==> src/rtl/multicycle_controller.sv <==
// Multi-cycle RV32I sequencer: FETCH/DECODE/EXECUTE/MEM/WRITEBACK with sticky
// illegal-opcode and memory time-out traps plus a retired-instruction counter.
module multicycle_controller #(
  parameter int WAIT_LIMIT = 16,
  parameter int CNT_WIDTH  = 32
) (
  input  logic                 clk,
  input  logic                 rst,
  input  logic [31:0]          instr,
  input  logic                 imem_ready,
  output logic                 imem_req,
  input  logic                 dmem_ready,
  output logic                 dmem_req,
  output logic                 dmem_we,
  input  logic                 alu_zero,
  output logic                 ir_write,
  output logic                 reg_write,
  output logic [3:0]           alu_control,
  output logic                 alu_src_b,
  output logic                 wb_sel,
  output logic                 pc_write,
  output logic                 pc_src,
  output logic [CNT_WIDTH-1:0] retire_count,
  output logic                 illegal,
  output logic                 bus_error,
  output logic [2:0]           state
);

  typedef enum logic [2:0] {
    S_FETCH     = 3'd0,
    S_DECODE    = 3'd1,
    S_EXECUTE   = 3'd2,
    S_MEM       = 3'd3,
    S_WRITEBACK = 3'd4,
    S_TRAP      = 3'd5
  } state_t;

  localparam logic [3:0] ALU_AND = 4'b0000;
  localparam logic [3:0] ALU_OR  = 4'b0001;
  localparam logic [3:0] ALU_ADD = 4'b0010;
  localparam logic [3:0] ALU_XOR = 4'b0011;
  localparam logic [3:0] ALU_SUB = 4'b0110;
  localparam logic [3:0] ALU_SLT = 4'b0111;

  localparam int WW = (WAIT_LIMIT < 2) ? 1 : $clog2(WAIT_LIMIT);

  state_t         cur, nxt;
  logic [31:0]    ir;
  logic [WW-1:0]  wait_cnt;

  logic [6:0] opcode, funct7;
  logic [2:0] funct3;
  logic [4:0] rd;
  logic       is_r, is_i, is_ld, is_st, is_br;
  logic       r_legal, br_legal, legal, timeout, taken;
  logic [3:0] arith_op;

  assign opcode = ir[6:0];
  assign rd     = ir[11:7];
  assign funct3 = ir[14:12];
  assign funct7 = ir[31:25];

  assign is_r  = (opcode == 7'b0110011);
  assign is_i  = (opcode == 7'b0010011);
  assign is_ld = (opcode == 7'b0000011);
  assign is_st = (opcode == 7'b0100011);
  assign is_br = (opcode == 7'b1100011);

  assign r_legal = ((funct7 == 7'b0000000) &&
                    (funct3 == 3'b000 || funct3 == 3'b111 || funct3 == 3'b110 ||
                     funct3 == 3'b100 || funct3 == 3'b010)) ||
                   ((funct7 == 7'b0100000) && (funct3 == 3'b000));
  assign br_legal = (funct3 == 3'b000) || (funct3 == 3'b001);
  assign legal    = (is_r && r_legal) || is_i || is_ld || is_st || (is_br && br_legal);

  // funct3 == 001 is bne; everything else reaching EXECUTE as a branch is beq
  assign taken = funct3[0] ? !alu_zero : alu_zero;

  // Last permitted waiting cycle: a miss here traps, a hit here still succeeds
  assign timeout = (wait_cnt == WW'(WAIT_LIMIT - 1));

  always_comb begin
    arith_op = 4'b0000;
    case (funct3)
      3'b000:  arith_op = (is_r && funct7 == 7'b0100000) ? ALU_SUB : ALU_ADD;
      3'b111:  arith_op = ALU_AND;
      3'b110:  arith_op = ALU_OR;
      3'b100:  arith_op = ALU_XOR;
      3'b010:  arith_op = ALU_SLT;
      default: arith_op = 4'b0000;
    endcase
  end

  always_comb begin
    nxt         = cur;
    imem_req    = 1'b0;
    dmem_req    = 1'b0;
    dmem_we     = 1'b0;
    ir_write    = 1'b0;
    reg_write   = 1'b0;
    alu_control = 4'b0000;
    alu_src_b   = 1'b0;
    wb_sel      = 1'b0;
    pc_write    = 1'b0;
    pc_src      = 1'b0;
    case (cur)
      S_FETCH: begin
        imem_req = 1'b1;
        if (imem_ready) begin
          ir_write = 1'b1;
          nxt      = S_DECODE;
        end else if (timeout) begin
          nxt = S_TRAP;
        end
      end
      S_DECODE: nxt = legal ? S_EXECUTE : S_TRAP;
      S_EXECUTE: begin
        if (is_r || is_i) begin
          alu_control = arith_op;
          alu_src_b   = is_i;
          nxt         = S_WRITEBACK;
        end else if (is_ld || is_st) begin
          alu_control = ALU_ADD;
          alu_src_b   = 1'b1;
          nxt         = S_MEM;
        end else if (is_br) begin
          alu_control = ALU_SUB;
          pc_write    = 1'b1;
          pc_src      = taken;
          nxt         = S_FETCH;
        end else begin
          nxt = S_TRAP;
        end
      end
      S_MEM: begin
        dmem_req = 1'b1;
        dmem_we  = is_st;
        if (dmem_ready) begin
          if (is_st) begin
            pc_write = 1'b1;
            nxt      = S_FETCH;
          end else begin
            nxt = S_WRITEBACK;
          end
        end else if (timeout) begin
          nxt = S_TRAP;
        end
      end
      S_WRITEBACK: begin
        reg_write = (rd != 5'd0);
        wb_sel    = is_ld;
        pc_write  = 1'b1;
        nxt       = S_FETCH;
      end
      default: nxt = S_TRAP;
    endcase
    if (rst) begin
      imem_req  = 1'b0;
      dmem_req  = 1'b0;
      dmem_we   = 1'b0;
      ir_write  = 1'b0;
      reg_write = 1'b0;
      pc_write  = 1'b0;
    end
  end

  always_ff @(posedge clk) begin
    if (rst) begin
      cur          <= S_FETCH;
      ir           <= 32'd0;
      wait_cnt     <= '0;
      retire_count <= '0;
      illegal      <= 1'b0;
      bus_error    <= 1'b0;
    end else begin
      cur <= nxt;
      if (cur == S_FETCH && imem_ready)
        ir <= instr;
      if (nxt != cur)
        wait_cnt <= '0;
      else if (cur == S_FETCH || cur == S_MEM)
        wait_cnt <= wait_cnt + 1'b1;
      if (pc_write)
        retire_count <= retire_count + 1'b1;
      if (cur == S_DECODE && nxt == S_TRAP)
        illegal <= 1'b1;
      if ((cur == S_FETCH || cur == S_MEM) && nxt == S_TRAP)
        bus_error <= 1'b1;
    end
  end

  assign state = cur;

endmodule
==> config.mk <==
export PLATFORM = sky130hd
export DESIGN_NAME = multicycle_controller
export DESIGN_NICKNAME = d
export VERILOG_FILES = /design/src/rtl/multicycle_controller.sv
export SDC_FILE = /design/constraint.sdc
export NUM_CORES = 1
export LEC_CHECK = 0
export ABC_AREA = 1
export BUFFER_PORTS_ARGS = -buffer_cell sky130_fd_sc_hd__buf_2
export CORE_MARGIN = 3
export CORE_UTILIZATION = 48
export CTS_CLUSTER_DIAMETER = 50
export DETAILED_ROUTE_END_ITERATION = 16
export HOLD_SLACK_MARGIN = 0.08
export PLACE_DENSITY_LB_ADDON = 0.3
export SETUP_SLACK_MARGIN = 0.1
export SLEW_MARGIN = 0
export SYNTH_ARGS = -nofsm -noshare
export SYNTH_HDL_FRONTEND = slang
export SYNTH_SLANG_ARGS = --single-unit
==> constraint.sdc <==
create_clock -name clk -period 1.5 [get_ports clk]
set_clock_uncertainty 0.05 [all_clocks]
set_input_delay 0.075 -clock clk [delete_from_list [all_inputs] [get_ports clk]]
set_output_delay 0.075 -clock clk [all_outputs]
set_load 0.02 [all_outputs]
==> out/qor.yml, run 1 <==
synth_cells: 521
start_util_pct: 50.18
post-place-cells: 773
status: "stopped before the end"
synthFlopType: "dfxtp_1"
htreeDepth: 3
io_buffers: 75
synth.distinct_cells: 36
stop_stage: "global routing"
worstEndpointGrtRepair: "alu_src_b"
cts-root-buf: "clkbuf_8"
grt_max_degree: 23
synth_edf_count: 0
error: "[ERROR GRT-0232] Routing congestion too high. Check the congestion heatmap in the GUI."
gp_congestion: 0.9464
synth_area_per_cell_um2: 6.616
grt.overflow.total: 525
yosysSeqAreaShare_pct: 36.59
die_width_um: 90.74
numCtsBuffers: 9
die_h_um: 90.74
hpwlAfterDp_mm: 7.933
syn-num-nets: 560
clkSinkCount: 63
gr-usage-all-layers_pct: 87.77
ys_ff_latch: 63
endpoint_type: "top-level output"
pre_cts_ws_ps: -239.2
syn_area_mm2: 0.003447
fp-row-count: 30
yosys_warnings: 0
clock_path_buffers: 2
ioPinCount: 87
synthArstFlopShare_pct: 0
[cells by family after synthesis]
family | Yosys count | share of synthesized area [%]
AO/OA/AOI/OAI | 100 | 15.28
XOR/XNOR | 17 | 4.319
adder cells (fa/ha/maj) | 2 | 0.7258
buffers and inverters | 84 | 9.691
flip-flops | 63 | 36.59
multiplexers | 1 | 0.2904
other | 1 | 0.1088
AND/OR/NAND/NOR | 253 | 32.99
[per-layer routing]
layer | global-route usage [%] | overflow
met1 | 83.95 | 4
met2 | 118.3 | 411
met3 | 56.33 | 4
met4 | 99.49 | 106
met5 | 1.282 | 0
[per-stage QoR]
stage / cell area [um^2] / hold WS (ps) / utilization (%)
2_1_floorplan: 3605 / 216.5 / -
3_3_place_gp: 4767 / 300.7 / 69.40
3_5_place_dp: 4767 / 313.4 / 69.40
4_1_cts: 5768 / 84.23 / 83.97
[cell usage after synthesis (2+ instances only)]
cell	number	area share, %
ha_1	2	0.73
dfxtp_1	63	37
clkbuf_1	12	1.3
nand3_2	3	0.87
xor2_1	11	2.8
nor3_1	33	4.8
a21oi_1	60	8.7
nand4_1	10	1.8
buf_4	2	0.44
xnor2_1	6	1.5
nand3_1	30	4.4
nor2_1	47	5.1
o211ai_1	2	0.44
nand3b_1	4	0.87
nand2_1	113	12
buf_2	2	0.29
nor2_2	3	0.54
inv_2	4	0.44
nor4_1	5	0.91
o21ai_0	32	4.6
inv_1	62	6.8
[what timing repair did]
action / in CTS
gates cloned: 4
endpoints found under the hold margin: 23
pin swaps: 13
setup endpoints to repair: 54
hold buffers: 23
buffers inserted: 18
gates resized for setup: 119
==> inputs of run 2 (changes only) <==
--- a/config.mk
+++ b/config.mk
@@ -8,12 +8,9 @@
 export ABC_AREA = 1
 export BUFFER_PORTS_ARGS = -buffer_cell sky130_fd_sc_hd__buf_2
 export CORE_MARGIN = 3
-export CORE_UTILIZATION = 48
-export CTS_CLUSTER_DIAMETER = 50
+export CORE_UTILIZATION = 35
 export DETAILED_ROUTE_END_ITERATION = 16
-export HOLD_SLACK_MARGIN = 0.08
-export PLACE_DENSITY_LB_ADDON = 0.3
-export SETUP_SLACK_MARGIN = 0.1
+export PLACE_DENSITY_LB_ADDON = 0.15
 export SLEW_MARGIN = 0
 export SYNTH_ARGS = -nofsm -noshare
 export SYNTH_HDL_FRONTEND = slang
==> constraint.sdc (replaced) <==
create_clock -name clk -period 1.95 [get_ports clk]
set_clock_uncertainty 0.05 [all_clocks]
set_input_delay 0.0975 -clock clk [delete_from_list [all_inputs] [get_ports clk]]
set_output_delay 0.0975 -clock clk [all_outputs]
set_load 0.02 [all_outputs]
==> out/qor.yml, run 2 <==
drt_pass1_iterations: 4
grt_max_degree: 46
synthMuxAreaShare_pct: 0.2904
via_per_inst: 4.849
final_antenna_net_count: 0
fp-row-count: 35
synthSimpleGateAreaFrac_pct: 32.99
grt_pass1_wl_mm: 16.39
synth_edf_count: 0
grt.overflow.total: 0
hold_class: "input port to register"
largest_reg_flops: 32
rsz0062_at_grt: "true"
io_buffers: 75
final_common_cell: "nand2_1"
nFillCells: 991
die-area_mm2: 0.01108
tritoncts: "built"
synth_top_cell_by_area: "dfxtp_1"
start_util_pct: 36.61
setup_ws_ps: 77.48
synthAdderAreaFrac_pct: 0.7260
critical-path-max-stage-delay_ps: 300
hold_start: "instr[0]"
startpoint: "ir[2]$_SDFFE_PP0P_"
finalHoldViolCount: 0
numCtsBuffers: 9
vias: 3714
slew_violations: 0
timing.rr.start: "ir[4]$_SDFFE_PP0P_"
coreArea_mm2: 0.009415
top_regs: "retire_count x32, ir x22, wait_cnt x4"
grt_pass1_vias: 3497
wire_per_inst_um: 12.86
num_antenna_cells: 0
die_width_um: 105.2
synth_cells: 521
syn_area_mm2: 0.003447
cp_max_fo: 8
worstSetupPathType: "register to output pin"
stdcell_count: 766
clkLatencyLatePin_ps: 350
synth_most_common_cell: "nand2_1"
drc: 0
synthArstFlopShare_pct: 0
netlist.area_leader.share_pct: 36.59
ys_ff_latch: 63
synth_area_per_cell_um2: 6.616
cts-root-buf: "clkbuf_8"
cap_violations: 0
syn-num-nets: 560
area_delta_synth_final_pct: 33.47
path_cells: "inv_1 > nand2_1 > nor2_4 > inv_1 > nor4_1 > o31ai_1 > nor2_1 > buf_4"
totalWireLength_mm: 9.849
synth.distinct_cells: 36
setup_viol: 0
synthTopCellsByArea: "dfxtp_1 (37%), nand2_1 (12%), a21oi_1 (8.7%)"
p_leak_nw: 1.953
hpwlAfterDp_mm: 7.063
r2r_end: "retire_count[11]$_SDFFE_PP0P_"
yosys_warnings: 0
layout_common_cells: "nand2_1 (111), buf_2 (72), inv_1 (62)"
drive_above_1_share_pct: 22.92
regToRegSetupSlack_ps: 160
pwr_density_cell_mw_per_mm2: 877.6
antenna_found_initial: 0
htreeDepth: 3
pre_cts_ws_ps: 103.5
gr-usage-all-layers_pct: 18.08
drt_iter0_drc: 109
crit_top_cell: "inv_1"
cp-end-kind: "output pin"
synth_top_family_by_area: "simple AND/OR/NAND/NOR gates"
r2r_cells: 12
synthFlopType: "dfxtp_1"
clk_pin_slew_ps: 80
gp_congestion: 0.9371
synth_xor_xnor_area_share_pct: 4.319
clock_path_buffers: 2
vdd_drop_max_uv: 420.1
post-place-cells: 728
regMostFlops: "retire_count"
worstHoldEndpoint: "ir[0]$_SDFFE_PP0P_"
fmax_mhz: 534.0
fin_crit_ps: 1873
ys_top_cells_by_count: "nand2_1 (113), dfxtp_1 (63), inv_1 (62)"
status: "finished clean"
cp_slowest_cell: "dfxtp_1"
clkSinkCount: 63
yosysSeqAreaShare_pct: 36.59
min_path_cells: 3
cp.arrival_ps: 1730
die_h_um: 105.2
min_period_over_period_pct: 96.03
critPathLaunchType: "register"
synth_compound_area_share_pct: 15.28
ioPinCount: 87
nets: 671
required_ps: 1800
run 2: cell counts after synthesis:
No cell type changed its count.
run 2: how the worst max path moves through the flow:
stage / end / slack (ps)
after detailed placement: wait_cnt[1]$_SDFFE_PP0N_ / 100
after global routing: retire_count[11]$_SDFFE_PP0P_ / -20
after global placement: retire_count[11]$_SDFFE_PP0P_ / 170
after floorplan: retire_count[12]$_SDFFE_PP0P_ / 110
final: alu_control[2] / 80
after CTS: pc_write / -10
run 2: logic make-up (layout without fill, tap and decap cells):
family,count (synthesis),in the layout
xor+xnor,17,17
mux,1,1
flops,63,63
other cells,1,1
compound gates,100,100
fa+ha+maj,2,2
buf+inv,84,200
simple gates,253,253
run 2: power breakdown:
part	switching [mW]	internal, mW	leakage [nW]
Clock	0.595	0.735	0.111
Sequential	0.117	1.47	0.514
Combinational	0.739	0.386	1.33
run 2: worst max-delay path, delay by kind of cell, from the launching register on:
family	cells	cell delay [ps]
AOI/OAI and AO/OA	1	100
buffers and inverters	3	340
DFF	1	300
and+or+nand+nor	4	630
run 2: routing by layer:
layer,vias to the layer above,part of all wire (%),global-route usage (%)
met5,-,0,0
met4,0,1.2,5.155
met3,11,3.4,4.042
met2,68,50,32.60
met1,1699,45,21.33
li1,1936,-,-
run 2: stage by stage:
| step | setup TNS [ps] | power, mW | instance area (um^2) | hold slack [ps] | util [%] |
|---|---|---|---|---|---|
| CTS | -12.80 | 4.043 | 4513 | 1.543 | 47.93 |
| floorplan | 0 | 2.378 | 3447 | 239.1 | - |
| global route | -107.8 | 4.304 | 4601 | 4.703 | 48.86 |
| finish | 0 | 4.037 | 4601 | 6.908 | 48.86 |
| detailed placement | 0 | 2.648 | 4065 | 329.2 | 43.18 |
| global placement | 0 | 2.628 | 4065 | 325.4 | 43.18 |
run 2: cell type report:
class                   instances  area (um^2)  share of cell area [%]
multi-input cells             374         1923                   41.80
flip-flops and latches         63         1264                   27.47
repair buffers                117        762.0                   16.56
inverters                      67        264.0                   5.738
well taps                     129        161.4                   3.508
clock buffers                   9        123.9                   2.692
clock inverters                 7        102.6                   2.230
run 2: repair_timing:
item                       in CTS  in global routing
hold endpoints to repair       19                  0
setup endpoints to repair       2                 14
hold buffers                   19                  0
gates resized for setup         3                 23
setup buffers                   3                  0
pin swaps                       1                  2
Note: power is estimated with default switching activity, not from simulation.
==> inputs of run 3 (changes only) <==
--- a/config.mk
+++ b/config.mk
@@ -10,6 +10,7 @@
 export CORE_MARGIN = 3
 export CORE_UTILIZATION = 35
 export DETAILED_ROUTE_END_ITERATION = 16
+export GPL_TIMING_DRIVEN = 0
 export PLACE_DENSITY_LB_ADDON = 0.15
 export SLEW_MARGIN = 0
 export SYNTH_ARGS = -nofsm -noshare
==> constraint.sdc (replaced) <==
create_clock -name clk -period 1.95 [get_ports clk]
set_clock_uncertainty 0.05 [all_clocks]
set_input_delay 0.0975 -clock clk [delete_from_list [all_inputs] [get_ports clk]]
set_output_delay 0.0975 -clock clk [all_outputs]
set_load 0.1 [all_outputs]
==> out/qor.yml, run 3 (synthesis results as in run 2) <==
p_clk_share_pct: 28.5
drt_iter0_drc: 129
antenna_found_initial: 0
clkLatencyLatePin_ps: 350
io_buffers: 74
ioPinCount: 87
cp_slowest_cell: "dfxtp_2"
fp-row-count: 35
final_common_cell: "nand2_1"
slew_headroom_pct: 46.11
via_per_inst: 4.987
gp_congestion: 0.8996
numCtsBuffers: 9
worst_hold_slack_ps: 34.33
path_cells: "inv_2 > nand2_2 > nor2_4 > buf_6 > inv_4 > nor4_4 > o31ai_2 > nor2_2 > buf_12"
vias: 3860
totalWireLength_mm: 10.84
setup_viol: 2
grt_pass1_vias: 3657
required_ps: 1800
gr-usage-all-layers_pct: 19.43
ff_latch_area_mm2: 0.001339
coreArea_mm2: 0.009415
htreeDepth: 3
critPathLaunchType: "register"
hpwlAfterDp_mm: 7.777
drc: 0
grt.overflow.total: 0
tritoncts: "built"
grt_max_degree: 20
cp-end-kind: "output pin"
die-area_mm2: 0.01108
hold_class: "input port to register"
final_antenna_net_count: 0
nFillCells: 950
die_width_um: 105.2
switchingPower_mw: 1.903
p_leak_nw: 2.016
finalHoldViolCount: 0
cp_top_family: "simple AND/OR/NAND/NOR gates"
stdcell_count: 774
p_total_mw: 4.599
worstSetupPathType: "register to output pin"
finalSetupTns_ps: -63.83
drt_pass1_iterations: 5
drive_above_1_share_pct: 30.70
num_antenna_cells: 0
nets: 679
post-place-cells: 724
cp.arrival_ps: 1840
status: "finished with violations"
sw_frac_of_total_pct: 41.37
layout_common_cells: "nand2_1 (110), buf_2 (64), a21oi_1 (59)"
setup_ws_ps: -42.02
grt_pass1_wl_mm: 17.38
top_regs: "retire_count x32, ir x22, wait_cnt x4"
start_util_pct: 36.61
cts-root-buf: "clkbuf_8"
pre_cts_ws_ps: -181.9
clk_pin_slew_ps: 80
pwr_density_cell_mw_per_mm2: 930.5
slew_violations: 0
clkSinkCount: 63
wire_per_inst_um: 14.00
dpl_cell_area_mm2: 0.004178
fin_util_pct: 52.49
regMostFlops: "retire_count"
largest_reg_flops: 32
multiInputGateArea_mm2: 0.002083
p_int_mw: 2.696
tightest_slew_ps: 808.3
combPwrFrac_pct: 36.5
cap_violations: 0
fmax_mhz: 502.0
clock_path_buffers: 2
violations: "setup timing"
vdd_drop_max_uv: 497.0
finalInstanceArea_mm2: 0.004942
crit_buf_inv: 4
fin_crit_ps: 1992
critical-path-max-stage-delay_ps: 320
min_period_over_period_pct: 102.2
cp_max_fo: 6
rsz0062_at_grt: "true"
die_h_um: 105.2
area_delta_synth_final_pct: 43.38
power_frac_seq_pct: 35.0
-- run 3: worst paths after layout --
path | startpoint | endpoint | slack, ps | depth (start not counted)
worst max-delay path | ir[3]$_SDFFE_PP0P_ | alu_control[2] | -40 | 9
worst min-delay path | instr[12] | ir[12]$_SDFFE_PP0P_ | 30 | 3
worst max register to register | ir[3]$_SDFFE_PP0P_ | wait_cnt[0]$_SDFFE_PP0N_ | 110 | 12
worst min register to register | ir[11]$_SDFFE_PP0P_ | ir[11]$_SDFFE_PP0P_ | 400 | 2
-- run 3: metal layers --
metal / GRT usage [%] / wire length, um / up-vias
met3: 5.328 / 666 / 24
li1: - / - / 1969
met4: 8.060 / 238 / 0
met1: 23.10 / 4577 / 1752
met2: 32.88 / 5356 / 115
met5: 0 / 0 / -
-- run 3: what timing repair did --
item	4_1_cts	5_1_grt
setup endpoints to repair	10	35
pin swaps	8	7
resized for setup	29	33
endpoints found under the hold margin	21	0
setup buffers	8	7
hold buffers	21	0
-- run 3: final cells by class --
| class | count | share of cell area, % |
|---|---|---|
| well taps | 129 | 3.266 |
| clock buffers | 11 | 3.519 |
| repair buffers | 110 | 15.82 |
| clock inverters | 5 | 1.190 |
| plain buffers | 15 | 1.747 |
| multi-input cells | 374 | 42.15 |
| flip-flops and latches | 63 | 27.09 |
| inverters | 67 | 5.215 |
-- run 3: power groups by stage --
stage,registers [mW],logic [mW],clock network [mW]
after floorplan,1.92,0.920,0
after global placement,1.61,1.51,0
after detailed placement,1.61,1.52,0
after CTS,1.60,1.59,1.35
after global routing,1.64,1.83,1.41
final,1.61,1.68,1.31
-- run 3: worst reg2reg max path, cell delays in order, from the launching register on --
cell,delay (ps)
dfxtp_2,320
inv_2,50
nand2_2,60
nor2_4,180
buf_6,140
inv_4,40
nor2_2,170
nand2_1,120
nand3_2,150
nand3_1,90
nor2_1,90
nand2_1,130
nor3_1,160
==> inputs of run 4 (changes only) <==
--- a/config.mk
+++ b/config.mk
@@ -12,6 +12,7 @@
 export DETAILED_ROUTE_END_ITERATION = 16
 export GPL_TIMING_DRIVEN = 0
 export PLACE_DENSITY_LB_ADDON = 0.15
+export RECOVER_POWER = 100
 export SLEW_MARGIN = 0
 export SYNTH_ARGS = -nofsm -noshare
 export SYNTH_HDL_FRONTEND = slang
==> out/qor.yml, run 4 (synthesis results as in run 2) <==
tritoncts: "built"
regMostFlops: "retire_count"
antenna_found_initial: 0
finalInstanceArea_mm2: 0.004941
required_ps: 1800
grt_pass1_vias: 3657
fin_util_pct: 52.48
htreeDepth: 3
clock_path_buffers: 2
setup_viol: 2
switchingPower_mw: 1.904
coreArea_mm2: 0.009415
hpwlAfterDp_mm: 7.777
cp_slowest_cell: "dfxtp_2"
post-place-cells: 724
start_util_pct: 36.61
clk_pin_slew_ps: 80
nets: 679
slew_violations: 0
combPwrFrac_pct: 36.5
p_total_mw: 4.597
die_width_um: 105.2
drt_iter0_drc: 133
dpl_cell_area_mm2: 0.004178
cp.arrival_ps: 1850
fp-row-count: 35
finalHoldViolCount: 0
drc: 0
gr-usage-all-layers_pct: 19.43
p_leak_nw: 1.979
pwr_density_cell_mw_per_mm2: 930.4
path_cells: "inv_2 > nand2_2 > nor2_4 > buf_6 > inv_4 > nor4_4 > o31ai_2 > nor2_2 > buf_12"
min_period_over_period_pct: 102.2
power_frac_seq_pct: 35.0
clkLatencyLatePin_ps: 350
layout_common_cells: "nand2_1 (110), a21oi_1 (59), inv_1 (58)"
grt.overflow.total: 0
vias: 3877
setup_ws_ps: -42.82
worst_hold_slack_ps: 34.63
status: "finished with violations"
p_int_mw: 2.692
ioPinCount: 87
stdcell_count: 774
fin_crit_ps: 1993
top_regs: "retire_count x32, ir x22, wait_cnt x4"
gp_congestion: 0.8996
cts-root-buf: "clkbuf_8"
die-area_mm2: 0.01108
slew_headroom_pct: 22.49
sw_frac_of_total_pct: 41.43
cp_max_fo: 6
io_buffers: 74
worstSetupPathType: "register to output pin"
violations: "setup timing"
totalWireLength_mm: 10.85
grt_max_degree: 20
rsz0062_at_grt: "true"
drive_above_1_share_pct: 30.54
die_h_um: 105.2
cap_violations: 0
grt_pass1_wl_mm: 17.38
via_per_inst: 5.009
hold_class: "input port to register"
tightest_slew_ps: 1168
final_antenna_net_count: 0
area_delta_synth_final_pct: 43.34
vdd_drop_max_uv: 496.1
wire_per_inst_um: 14.01
largest_reg_flops: 32
p_clk_share_pct: 28.5
num_antenna_cells: 0
drt_pass1_iterations: 4
critPathLaunchType: "register"
fmax_mhz: 501.8
clkSinkCount: 63
final_common_cell: "nand2_1"
numCtsBuffers: 9
cp-end-kind: "output pin"
critical-path-max-stage-delay_ps: 320
[run 4: power by group through the flow]
stage / registers (mW) / logic [mW] / clock network [mW]
floorplan: 1.92 / 0.920 / 0
global placement: 1.61 / 1.51 / 0
detailed placement: 1.61 / 1.52 / 0
CTS: 1.60 / 1.59 / 1.35
global route: 1.64 / 1.82 / 1.41
finish: 1.61 / 1.68 / 1.31
[run 4: path summary, 6_finish.rpt]
check	start	to	slack, ps	cells past startpoint
max	ir[3]$_SDFFE_PP0P_	alu_control[2]	-40	9
min	instr[12]	ir[12]$_SDFFE_PP0P_	30	3
max reg2reg	ir[3]$_SDFFE_PP0P_	wait_cnt[0]$_SDFFE_PP0N_	110	12
min reg2reg	ir[11]$_SDFFE_PP0P_	ir[11]$_SDFFE_PP0P_	400	2
[run 4: cell type report]
class	instances	area [um^2]
Buffer	15	86.33
Clock buffer	11	173.9
Clock inverter	5	58.81
Fill cell	951	4474
Inverter	67	257.7
Multi-Input combinational cell	374	2083
Sequential cell	63	1339
Tap cell	129	161.4
Timing Repair Buffer	110	780.7
[run 4: per-layer routing]
| metal | GRT usage [%] | up-vias | wire (um) |
|---|---|---|---|
| li1 | - | 1972 | - |
| met1 | 23.10 | 1753 | 4505 |
| met2 | 32.88 | 126 | 5319 |
| met3 | 5.328 | 26 | 732 |
| met4 | 8.060 | 0 | 289 |
| met5 | 0 | - | 0 |
[run 4: critical path, delay by kind of cell (launching register included)]
kind	cells	cell delay, ps
buffers and inverters	4	440
AO/OA/AOI/OAI	1	110
flip-flops	1	320
AND/OR/NAND/NOR	4	620
[run 4: stage by stage]
stage	TNS, ps	worst slack [ps]
6_report	-65.70	-42.82
5_1_grt	-365.7	-161.6
4_1_cts	-143.7	-110.1
3_5_place_dp	-253.7	-181.9
3_3_place_gp	-292.6	-193.2
2_1_floorplan	-119.2	-84.07
[run 4: timing repair]
action                                  CTS  global route
setup buffers                             8             7
hold buffers                             21             0
endpoints found under the setup margin   10            35
resized for setup                        29            33
endpoints found under the hold margin    21             0
pin swaps                                 8             7
